`config.mk`:
```
export PLATFORM = sky130hd
export DESIGN_NAME = stack_engine
export DESIGN_NICKNAME = d
export VERILOG_FILES = /design/src/rtl/stack_pkg.sv /design/src/rtl/stack_alu.sv /design/src/rtl/stack_engine.sv
export SDC_FILE = /design/constraint.sdc
export NUM_CORES = 1
export LEC_CHECK = 0
export CORE_UTILIZATION = 30
export CTS_BUF_LIST = sky130_fd_sc_hd__clkbuf_4
export CTS_CLUSTER_SIZE = 14
export DETAILED_ROUTE_END_ITERATION = 6
export DONT_BUFFER_PORTS = 1
export GPL_TIMING_DRIVEN = 0
export PLACE_DENSITY = 0.44
export SLEW_MARGIN = 20
export SYNTH_ARGS = -nofsm -noshare
export SYNTH_HDL_FRONTEND = slang
export SYNTH_HIERARCHICAL = 1
export SYNTH_SLANG_ARGS = --single-unit
```
`constraint.sdc`:
```
create_clock -name clk -period 3.1 [get_ports clk]
set_input_delay 0.465 -clock clk [delete_from_list [all_inputs] [get_ports clk]]
set_output_delay 0.465 -clock clk [all_outputs]
set_load 0.05 [all_outputs]
```
`src/rtl/stack_pkg.sv`:
```
// Shared constants for the stack engine: opcodes, error codes and FSM states.
package stack_pkg;

  localparam logic [2:0] OP_NOP  = 3'd0;
  localparam logic [2:0] OP_PUSH = 3'd1;
  localparam logic [2:0] OP_POP  = 3'd2;
  localparam logic [2:0] OP_DUP  = 3'd3;
  localparam logic [2:0] OP_SWAP = 3'd4;
  localparam logic [2:0] OP_OVER = 3'd5;
  localparam logic [2:0] OP_ADD  = 3'd6;
  localparam logic [2:0] OP_SUB  = 3'd7;

  localparam logic [1:0] ERR_NONE = 2'd0;
  localparam logic [1:0] ERR_OVF  = 2'd1;
  localparam logic [1:0] ERR_UNF  = 2'd2;

  typedef enum logic {
    ST_RUN = 1'b0,
    ST_ERR = 1'b1
  } state_e;

endpackage

```
`src/rtl/stack_alu.sv`:
```
// Combinational add/sub of second (n) and top (t) entries; wraps modulo 2^WIDTH.
module stack_alu #(
  parameter int WIDTH = 4
) (
  input  logic [WIDTH-1:0] n_i,
  input  logic [WIDTH-1:0] t_i,
  input  logic             sub_i,
  output logic [WIDTH-1:0] res_o
);

  assign res_o = sub_i ? (n_i - t_i) : (n_i + t_i);

endmodule

```
`src/rtl/stack_engine.sv`:
```
// Parametrised shift-array stack with DUP/SWAP/OVER/ADD/SUB and a latched
// overflow/underflow error state that blocks ops until clear.
module stack_engine
  import stack_pkg::*;
#(
  parameter  int WIDTH = 4,
  parameter  int DEPTH = 8,
  localparam int CW    = $clog2(DEPTH + 1)
) (
  input  logic             clk,
  input  logic             rst,
  input  logic             clear,
  input  logic             op_valid,
  output logic             op_ready,
  input  logic [2:0]       op,
  input  logic [WIDTH-1:0] data_in,
  output logic [WIDTH-1:0] v0,
  output logic [WIDTH-1:0] v1,
  output logic [CW-1:0]    count,
  output logic             empty,
  output logic             full,
  output logic             err,
  output logic [1:0]       err_code
);

  // Handshake: an op is taken on a rising edge when op_valid && op_ready;
  // op_ready depends only on state, and nothing needs to be held when ready=0.

  logic [WIDTH-1:0] stk_q [DEPTH];
  logic [WIDTH-1:0] stk_d [DEPTH];
  logic [CW-1:0]    count_q, count_d;
  state_e           state_q, state_d;
  logic [1:0]       err_code_q, err_code_d;

  logic             accept;
  logic             need_one, need_two, grows;
  logic             unf, ovf;
  logic [WIDTH-1:0] alu_res;

  stack_alu #(.WIDTH(WIDTH)) u_alu (
    .n_i   (stk_q[1]),
    .t_i   (stk_q[0]),
    .sub_i (op[0]),
    .res_o (alu_res)
  );

  assign op_ready = (state_q == ST_RUN);
  assign accept   = op_valid && op_ready;

  // Underflow is checked first so an op failing both checks reports underflow.
  always_comb begin
    need_one = 1'b0;
    need_two = 1'b0;
    grows    = 1'b0;
    case (op)
      OP_PUSH: grows    = 1'b1;
      OP_POP:  need_one = 1'b1;
      OP_DUP:  begin need_one = 1'b1; grows = 1'b1; end
      OP_SWAP: need_two = 1'b1;
      OP_OVER: begin need_two = 1'b1; grows = 1'b1; end
      OP_ADD:  need_two = 1'b1;
      OP_SUB:  need_two = 1'b1;
      default: ;
    endcase
    unf = (need_one && (count_q == '0)) || (need_two && (count_q < CW'(2)));
    ovf = grows && (count_q == CW'(DEPTH));
  end

  always_comb begin
    stk_d      = stk_q;
    count_d    = count_q;
    state_d    = state_q;
    err_code_d = err_code_q;
    if (clear) begin
      for (int i = 0; i < DEPTH; i++) stk_d[i] = '0;
      count_d    = '0;
      state_d    = ST_RUN;
      err_code_d = ERR_NONE;
    end else if (accept) begin
      if (unf) begin
        state_d    = ST_ERR;
        err_code_d = ERR_UNF;
      end else if (ovf) begin
        state_d    = ST_ERR;
        err_code_d = ERR_OVF;
      end else begin
        case (op)
          OP_PUSH, OP_DUP, OP_OVER: begin
            // Bottom slot is empty whenever there is room, so nothing is lost.
            for (int i = 1; i < DEPTH; i++) stk_d[i] = stk_q[i-1];
            if (op == OP_PUSH)     stk_d[0] = data_in;
            else if (op == OP_DUP) stk_d[0] = stk_q[0];
            else                   stk_d[0] = stk_q[1];
            count_d = count_q + CW'(1);
          end
          OP_POP: begin
            for (int i = 0; i < DEPTH - 1; i++) stk_d[i] = stk_q[i+1];
            stk_d[DEPTH-1] = '0;
            count_d = count_q - CW'(1);
          end
          OP_SWAP: begin
            stk_d[0] = stk_q[1];
            stk_d[1] = stk_q[0];
          end
          OP_ADD, OP_SUB: begin
            stk_d[0] = alu_res;
            for (int i = 1; i < DEPTH - 1; i++) stk_d[i] = stk_q[i+1];
            stk_d[DEPTH-1] = '0;
            count_d = count_q - CW'(1);
          end
          default: ;
        endcase
      end
    end
  end

  always_ff @(posedge clk or posedge rst) begin
    if (rst) begin
      for (int i = 0; i < DEPTH; i++) stk_q[i] <= '0;
      count_q    <= '0;
      state_q    <= ST_RUN;
      err_code_q <= ERR_NONE;
    end else begin
      stk_q      <= stk_d;
      count_q    <= count_d;
      state_q    <= state_d;
      err_code_q <= err_code_d;
    end
  end

  assign v0       = stk_q[0];
  assign v1       = stk_q[1];
  assign count    = count_q;
  assign empty    = (count_q == '0);
  assign full     = (count_q == CW'(DEPTH));
  assign err      = (state_q == ST_ERR);
  assign err_code = err_code_q;

endmodule

```
==> results of run 1 <==
layout make-up:
cell class	count	area share, %
clock buffer	6	1.709
multi-input combinational	189	47.13
buffer	27	6.028
sequential	39	37.02
tap	102	4.841
clock inverter	2	0.2848
inverter	13	1.851
timing repair buffer	2	1.139
per-layer routing:
layer | vias up | share of wire, % | global-route usage, %
li1 | 934 | - | -
met1 | 944 | 48 | 20.44
met2 | 26 | 48 | 25.56
met3 | 7 | 3.3 | 3.234
met4 | 0 | 0.97 | 3.571
met5 | - | 0 | 0
Yosys cell counts (all sizes together), types with 2 or more instances:
cell	count	area [um^2]
nand2	45	168.9
dfrtp	39	975.9
nor2	39	146.4
a311oi	20	187.7
buf	19	128.9
inv	13	48.80
a21oi	11	55.05
mux2	10	112.6
mux2i	10	100.1
clkbuf	8	30.03
xnor2	7	61.31
a211oi	6	57.56
ha	6	75.07
nand2b	5	31.28
nor2b	5	31.28
nand3	4	20.02
nor3	4	25.02
a31oi	2	12.51
nor4	2	27.53
o21a	2	16.27
o21ai	2	10.00
critical path, delay by kind of cell (launching register included):
family                 cells  cell delay, ps
multiplexers               1             190
buffers and inverters      3             800
flip-flops                 1             580
AND/OR/NAND/NOR            4             960
registers in the layout, indices dropped and copies added (netlist names):
register  flops
count         4
err_code      2
v0            4
v1            4
err           1
stk_q        24
kinds of logic after synthesis:
logic type,after synthesis,synth area share (%)
buf+inv,40,8.614
simple gates,108,20.19
flops,39,40.48
compound gates,46,15.05
mux,20,8.822
fa+ha+maj,7,3.944
xor+xnor,8,2.906
metrics by stage:
stage / total power (W) / hold WS (ps)
2_1_floorplan: 0.0008077 / 510.6
3_3_place_gp: 0.0008611 / 528.3
3_5_place_dp: 0.0008665 / 369.2
4_1_cts: 0.001141 / 246.8
5_1_grt: 0.001192 / 267.9
6_report: 0.001118 / 268.0
repair_timing:
item                                    in CTS  in global routing
hold endpoints to repair                    16                  0
endpoints found under the setup margin       0                  0
hold buffers                                 1                  0
gates resized for setup                      0                  0
setup buffers                                0                  0
power by group through the flow:
| stage | combinational [W] | clock [W] | sequential (W) |
|---|---|---|---|
| floorplan | 0.000222 | 0 | 0.000586 |
| global placement | 0.000265 | 0 | 0.000596 |
| detailed placement | 0.000270 | 0 | 0.000596 |
| CTS | 0.000272 | 0.000283 | 0.000586 |
| global route | 0.000302 | 0.000297 | 0.000593 |
| finish | 0.000269 | 0.000262 | 0.000587 |
worst paths after layout:
kind / from / end / slack, ps
max reg2reg: count[1] / v1[3] / 450
max in group asynchronous: rst / stk_q[0] / 2080
min: op_valid / err / 270
max: count[1] / v1[3] / 450
min in group asynchronous: rst / v0[1] / 550
min reg2reg: stk_q[0] / stk_q[0] / 550
==> results.md, run 1 <==
* Max Cap Viol at 0
* P_int at 0.0007348 W
* Syn_area_per_cell at 8.997 um^2
* Rel. slew slack at 51.05%
* First-pass GRT wire length at 10200 um
* Hold Path Depth at 2
* Layout fillers at 854
* Die area at 8400 um^2
* R2R cell count at 8
* Synth Flop Type: dfrtp_1
* Post-layout instance area at 2636 um^2
* Chip Height at 91.65 um
* Initial antenna violation count at 0
* Post-synth EDFFs at 0
* Post-place setup slack at 458.2 ps
* Antenna Nets Post-Route at 0
* CTS root buffer: clkbuf_4
* Worst hold path type: input port to flip-flop
* Largest net degree at the start of global routing at 24
* CP Data Arrival Time at 2870 ps
* Peak supply drop at 0.1092 mV
* Total global routing overflow at 0
* PortBufs at 0
* Drc violations at 0
* Total CTS buffers at 5
* Worst skew pair latency at 340 ps
* Status: finished, final reports clean
* Critical Path Slowest Stage Cell: dfrtp_1
* DRT iter0 DRCs at 82
* # clock sinks at 39
* Effective utilization at floorplan at 31.04%
* Unique masters post-synth at 39
* P_sw at 0.0003829 W
* CTS Buffer Depth at 2
* Critical Path Max Stage Delay at 580 ps
* Vias in the first global route at 1907
* Crit Path Max Fanout at 8
* Final Skew at 9.898 ps
* Routed WL at 5898 um
* CTS tree: yes
* Yosys Warn Count at 6
* Depth of the CTS H-tree at 2
* # diodes at 0
* Fin crit period at 2652 ps
* Post-synthesis net count at 286
* Most frequent cells in the layout: 45 x nand2_1, 39 x nor2_1, 39 x dfrtp_1
* Layout area overhead at 9.341%
* Register share of total power at 52.5%
* Post-synthesis register bit count at 39
* Register area at 975.9 um^2
* Critical Path RT at 3320 ps
* CORE AREA at 7767 um^2
* Non-Filler Instances at 380
* Period utilization at 85.56%
* Seq/Total Area, Yosys at 40.48%
* Power per cell area at 423.9 nW/um^2
* Placement row count at 32
* Sw frac at 34.26%
* Wire per inst at 15.52 um
* Vias per cell at 5.029
* Placer Congestion at 0.7331
* Synthesized area at 2411 um^2
* Setup TNS at 0 ps
* Multi-input gate area at 1242 um^2
* Pre-Repair DR Iteration Count at 4
* Detailed-route via count at 1911
* Startpoint Class: flip-flop
* Clk pwr share at 23.5%
* Placed Area at 2565 um^2
* Post-Synthesis Cells at 268
* Final net count at 295
* Die X at 91.65 um
* Reg clk slew, reported paths at 120 ps
* Layout cells sized above 1 at 15.83%
* Async S/R FF share, synth at 100.0%
* Final hold vios at 0
* Comb power frac at 24.0%
* Final core occ at 33.94%
* Placed instance count at 371
* Leakage at 1.089 nW
* Commonest non-fill, non-tap cell in the layout: nand2_1
* Worst setup margin at 447.6 ps
* Worst-Margin Slew at 734.3 ps
* Crit-path cells: buf_2 > or4b_4 > inv_1 > and2_4 > or4_1 > buf_4 > mux2i_1 > nor2_1
* RSZ-0062 raised after global routing: false
* Fmax at 377.0 MHz
* CP endpoint kind: flip-flop
* Critical path class: flip-flop to flip-flop
* GRT Util Overall at 15.38%
* Max-slew violations at 0
* Top Ports at 29
* Setup violations, final at 0
* Post-DP HPWL at 4253 um
Power figures use the tool's default switching activity.
==> inputs of run 2 (changes only) <==
--- a/config.mk
+++ b/config.mk
@@ -7,11 +7,12 @@
 export LEC_CHECK = 0
 export CORE_UTILIZATION = 30
 export CTS_BUF_LIST = sky130_fd_sc_hd__clkbuf_4
+export CTS_CLUSTER_DIAMETER = 120
 export CTS_CLUSTER_SIZE = 14
 export DETAILED_ROUTE_END_ITERATION = 6
 export DONT_BUFFER_PORTS = 1
 export GPL_TIMING_DRIVEN = 0
-export PLACE_DENSITY = 0.44
+export PLACE_DENSITY = 0.5
 export SLEW_MARGIN = 20
 export SYNTH_ARGS = -nofsm -noshare
 export SYNTH_HDL_FRONTEND = slang
==> run 2 against run 1 <==
Net effect:
- sequential power barely moved
- largest cell class unchanged
- sequential share of layout area fell by 0.43 points
- global-route usage fell by 0.42 points
- critical path type unchanged
==> results.md, run 2 (same netlist as run 1, synthesis figures left out) <==
* Wire per inst at 15.25 um (-1.7%)
* Layout fillers at 825 (-3.4%)
* CTS resizes at 0 (unchanged)
* GRT Util Overall at 14.96% (-0.42 points)
* Worst skew pair latency at 360 ps (+20 ps)
* Largest Register: stk_q
* Post-CTS Setup Inserts at 0 (unchanged)
* R2r endpoint: v1[3]
* Final Skew at 11.79 ps (+1.896 ps)
* CORE AREA at 7767 um^2 (unchanged)
* Commonest non-fill, non-tap cell in the layout: nand2_1
* R2R Setup Slk at 470 ps (+20 ps)
* Fmax at 379.7 MHz (+0.72%)
* Layout cells sized above 1 at 16.19% (+0.36 points)
* Worst hold path type: input port to flip-flop
* # diodes at 0 (unchanged)
* Final hold vios at 0 (unchanged)
* Placer Congestion at 0.7201 (-1.8%)
* Placement row count at 32 (unchanged)
* DRT iter0 DRCs at 81 (-1.2%)
* Antenna Nets Post-Route at 0 (unchanged)
* Setup violations, final at 0 (unchanged)
* Setup TNS at 0 ps (unchanged)
* Die area at 8400 um^2 (unchanged)
* Largest net degree at the start of global routing at 22 (-8.3%)
* Total global routing overflow at 0 (unchanged)
* CTS Buffer Depth at 2 (unchanged)
* Status: finished, final reports clean
* Reg2reg start: count[1]
* Post-DP HPWL at 4126 um (-3.0%)
* Peak supply drop at 0.1848 mV (+69%)
* Top Ports at 29 (unchanged)
* Most frequent cells in the layout: 45 x nand2_1, 39 x nor2_1, 39 x dfrtp_1
* Final net count at 295 (unchanged)
* CTS tree: yes
* Largest register FFs at 24 (unchanged)
* Vias per cell at 5.084 (+1.1%)
* R2R cell count at 8 (unchanged)
* Startpoint Class: flip-flop
* Effective utilization at floorplan at 31.04% (unchanged)
* Worst-Margin Slew at 750.2 ps (+15.91 ps)
* Depth of the CTS H-tree at 2 (unchanged)
* Critical path origin: count[1]
* Critical Path RT at 3340 ps (+20 ps)
* # clock sinks at 39 (unchanged)
* Leakage at 1.104 nW (+1.4%)
* Initial antenna violation count at 0 (unchanged)
* Total CTS buffers at 5 (unchanged)
* Routed WL at 5796 um (-1.7%)
* Reg clk slew, reported paths at 130 ps (about the same)
* Vias in the first global route at 1874 (-1.7%)
* Period utilization at 84.95% (-0.61 points)
* Chip Height at 91.65 um (unchanged)
* Hold slack at 252.3 ps (-15.67 ps)
* Max Cap Viol at 0 (unchanged)
* CP Capture Point: v1[3]
* Max-slew violations at 0 (unchanged)
* Rel. slew slack at 49.99% (-1.1 points)
* CTS root buffer: clkbuf_4
* Pre-Repair DR Iteration Count at 4 (unchanged)
* Die X at 91.65 um (unchanged)
* Power per cell area at 451.6 nW/um^2 (+6.5%)
* Drc violations at 0 (unchanged)
* Fin crit period at 2633 ps (-18.99 ps)
* Critical path class: flip-flop to flip-flop
* CP endpoint kind: flip-flop
* First-pass GRT wire length at 9832 um (-3.6%)
* CP Data Arrival Time at 2880 ps (about the same)
* Detailed-route via count at 1932 (+1.1%)
* RSZ-0062 raised after global routing: false
* Layout area overhead at 10.64%
* Crit Path Max Fanout at 8 (unchanged)
* PortBufs at 0 (unchanged)
-- run 2: cell count changes in the layout (fill, tap and decap cells not counted), sizes merged --
cell,change
clkbuf,-1
bufinv,+1
-- run 2: power by group --
part / internal, W / leakage (nW) / switching, W
sequential: 0.000536 / 0.536 / 0.0000505
combinational: 0.000107 / 0.526 / 0.000166
clock: 0.000166 / 0.0426 / 0.000179
-- run 2: area by class of cell --
| class | count | area [um^2] | area share [%] |
|---|---|---|---|
| multi-input combinational | 189 | 1242 | 46.58 |
| tap | 102 | 127.6 | 4.784 |
| clock inverter | 3 | 38.79 | 1.454 |
| sequential | 39 | 975.9 | 36.59 |
| buffer | 27 | 158.9 | 5.957 |
| inverter | 13 | 48.80 | 1.829 |
| clock buffer | 5 | 37.54 | 1.407 |
| timing repair buffer | 2 | 37.54 | 1.407 |
-- run 2: through the flow --
| stage | instance area, um^2 | power [W] | worst slack, ps | cells | util, % |
|---|---|---|---|---|---|
| floorplan | 2411 | 0.0008077 | 306.8 | 268 | - |
| global placement | 2539 | 0.0008585 | 246.5 | 370 | 32.68 |
| detailed placement | 2572 | 0.0008666 | 476.1 | 371 | 33.12 |
| CTS | 2659 | 0.001219 | 421.0 | 380 | 34.23 |
| global route | 2668 | 0.001270 | 331.0 | 380 | 34.34 |
| finish | 2668 | 0.001205 | 466.5 | 380 | 34.34 |
-- run 2: timing repair --
action | 4_1_cts | 5_1_grt
endpoints found under the hold margin | 13 | 0
hold buffers | 1 | 0
endpoints found under the setup margin | 0 | 0
-- run 2: per-layer routing --
metal / up-vias / GRT usage [%] / wire length, um
met5: - / 0 / 0
li1: 930 / - / -
met1: 942 / 20.38 / 2758
met4: 0 / 3.968 / 71
met2: 53 / 24.00 / 2645
met3: 7 / 3.234 / 320
-- run 2: worst min path at each step --
stage / from / endpoint / slack (ps) / depth (start not counted)
after global routing: op_valid / err / 260 / 2
after global placement: stk_q[1] / stk_q[1] / 530 / 2
final: op_valid / err / 250 / 2
after CTS: op_valid / err / 240 / 2
after floorplan: stk_q[0] / stk_q[0] / 510 / 2
after detailed placement: rst / err_code[0] / 380 / 1
-- run 2: worst max-delay path, stage by stage (launching register included) --
cell and delay, ps:
dfrtp_1 570, buf_2 280, or4b_4 540, inv_1 380
and2_4 250, or4_1 110, buf_4 140, mux2i_1 180
nor2_1 50
==> inputs of run 3 (changes only) <==
--- a/config.mk
+++ b/config.mk
@@ -12,7 +12,7 @@
 export DETAILED_ROUTE_END_ITERATION = 6
 export DONT_BUFFER_PORTS = 1
 export GPL_TIMING_DRIVEN = 0
-export PLACE_DENSITY = 0.5
+export PLACE_DENSITY = 0.51
 export SLEW_MARGIN = 20
 export SYNTH_ARGS = -nofsm -noshare
 export SYNTH_HDL_FRONTEND = slang
==> constraint.sdc (replaced) <==
create_clock -name clk -period 2.4 [get_ports clk]
set_input_delay 0.36 -clock clk [delete_from_list [all_inputs] [get_ports clk]]
set_output_delay 0.36 -clock clk [all_outputs]
set_load 0.05 [all_outputs]
==> run 3 against run 2 <==
Net effect:
- worst hold slack got worse by 100 ps
- first-iteration DRC count rose by 88%
- combinational power rose by 36%
- sequential cell count did not move
- sequential power rose by 29%
- via count rose by 0.72%
- clock skew fell by 6.7 ps
- worst setup slack got worse by 460 ps
- clock-buffer cell count did not move
- core utilization rose by 0.76 points
- routed wire length rose by 2.5%
- die area did not move
- highest routed layer unchanged
==> results.md, run 3 (same netlist as run 1, synthesis figures left out) <==
* Layout cells sized above 1 at 22.54% (+6.3 points)
* Vias per cell at 5.041 (-0.84%)
* Max Cap Viol at 0 (unchanged)
* Depth of the CTS H-tree at 2 (unchanged)
* CP top delay family: simple AND/OR/NAND/NOR gates
* CORE AREA at 7767 um^2 (unchanged)
* Effective utilization at floorplan at 31.04% (unchanged)
* Placer Congestion at 0.7667 (+6.5%)
* Die X at 91.65 um (unchanged)
* Pre-Repair DR Iteration Count at 4 (unchanged)
* Total global routing overflow at 0 (unchanged)
* Crit Path Max Fanout at 4 (-4)
* Worst path bufs/invs at 1 (-2)
* Post-DP HPWL at 4072 um (-1.3%)
* DRT iter0 DRCs at 152 (+88%)
* Startpoint Class: flip-flop
* Total CTS buffers at 5 (unchanged)
* Status: finished, final reports clean
* Crit-path cells: buf_6 > nor4_2
* Leakage at 1.106 nW (+0.17%)
* Final net count at 302 (+2.4%)
* Top Ports at 29 (unchanged)
* Fin crit period at 2397 ps
* Peak supply drop at 0.1403 mV (-24%)
* Commonest non-fill, non-tap cell in the layout: nand2_1
* Max-slew violations at 0 (unchanged)
* Routed WL at 5940 um (+2.5%)
* Critical path class: flip-flop to output port
* Initial antenna violation count at 0 (unchanged)
* # clock sinks at 39 (unchanged)
* PortBufs at 0 (unchanged)
* Hold slack at 152.7 ps (-99.59 ps)
* Layout area overhead at 13.08%
* Wire per inst at 15.39 um (+0.89%)
* GRT Util Overall at 14.95% (about the same)
* Non-Filler Instances at 386 (+1.6%)
* Critical path origin: count[1]
* CP endpoint kind: output port
* CTS root buffer: clkbuf_4
* Worst-Margin Slew at 1167 ps (+416.8 ps)
* Detailed-route via count at 1946 (+0.72%)
* Vias in the first global route at 1920 (+2.5%)
* Critical Path Max Stage Delay at 970 ps (+400 ps)
* CP Data Arrival Time at 2040 ps (-840 ps)
* Largest Register: stk_q
* Worst hold path type: input port to flip-flop
* RSZ-0062 raised after global routing: true
* CTS tree: yes
* Fmax at 417.2 MHz
* Critical Path Slowest Stage Cell: nor4_2
* # diodes at 0 (unchanged)
* Reg2reg start: v0[1]
* Setup violations, final at 0 (unchanged)
* Reg clk slew, reported paths at 120 ps (about the same)
* Chip Height at 91.65 um (unchanged)
* Most frequent cells in the layout: 45 x nand2_1, 39 x nor2_1, 33 x dfrtp_1
* Drc violations at 0 (unchanged)
* Final Skew at 5.139 ps (-6.655 ps)
* Critical Path RT at 2040 ps (-1300 ps)
* Antenna Nets Post-Route at 0 (unchanged)
* Power per cell area at 535.1 nW/um^2 (+18%)
* Largest net degree at the start of global routing at 25 (+14%)
* Die area at 8400 um^2 (unchanged)
* First-pass GRT wire length at 9915 um (+0.84%)
* Placed instance count at 371 (unchanged)
* HP Start: op_valid
* Rel. slew slack at 21.55% (-28 points)
* Period utilization at 99.88%
* Worst skew pair latency at 350 ps (about the same)
* Final hold vios at 0 (unchanged)
* Placement row count at 32 (unchanged)
* Largest register FFs at 24 (unchanged)
* CTS Buffer Depth at 2 (unchanged)
* R2R Setup Slk at 70 ps (-400 ps)
run 3: area by class of cell:
type                       instances  area [um^2]
fill                             804         5041
sequential                        39        985.9
clock inverter                     2        8.758
inverter                          13        56.30
tap                              102        127.6
clock buffer                       5        37.54
multi-input combinational        189         1259
timing repair buffer              10        93.84
buffer                            26        157.7
run 3: repair_timing:
item,in CTS,in global routing
cloned,0,0
gates resized for setup,8,8
hold buffers,1,0
setup endpoints to repair,9,35
setup buffers,4,5
pin swaps,1,6
endpoints found under the hold margin,15,0
run 3: where the power goes:
part / internal [W] / leakage, nW / switching (W)
Sequential: 0.000694 / 0.526 / 0.0000640
Combinational: 0.000149 / 0.552 / 0.000221
Clock: 0.000104 / 0.0285 / 0.000227
Total: 0.000947 / 1.11 / 0.000512
run 3: path summary, 6_finish.rpt:
path / endpoint / depth (start not counted)
setup / recovery: empty / 2
hold / removal: err / 2
setup reg to reg: v0[3] / 11
hold reg to reg: stk_q[2] / 2
max in group asynchronous: v0[0] / 3
min in group asynchronous: stk_q[5] / 2
run 3: routing by layer:
metal	GRT usage (%)	wire (um)	vias to the layer above
li1	-	-	944
met1	19.13	2695	945
met2	25.50	2908	52
met3	3.234	287	5
met4	3.836	48	0
met5	0	0	-
run 3: stage by stage:
stage	util (%)	area, um^2	power, W	setup TNS, ps	setup slack, ps
3_5_place_dp	33.10	2571	0.001117	-729.9	-170.5
5_1_grt	35.10	2726	0.001544	-116.7	-38.61
3_3_place_gp	32.84	2551	0.001109	-638.3	-154.8
6_report	35.10	2726	0.001459	0	2.951
2_1_floorplan	-	2424	0.001046	0	25.44
4_1_cts	34.44	2675	0.001460	-5.154	-5.154
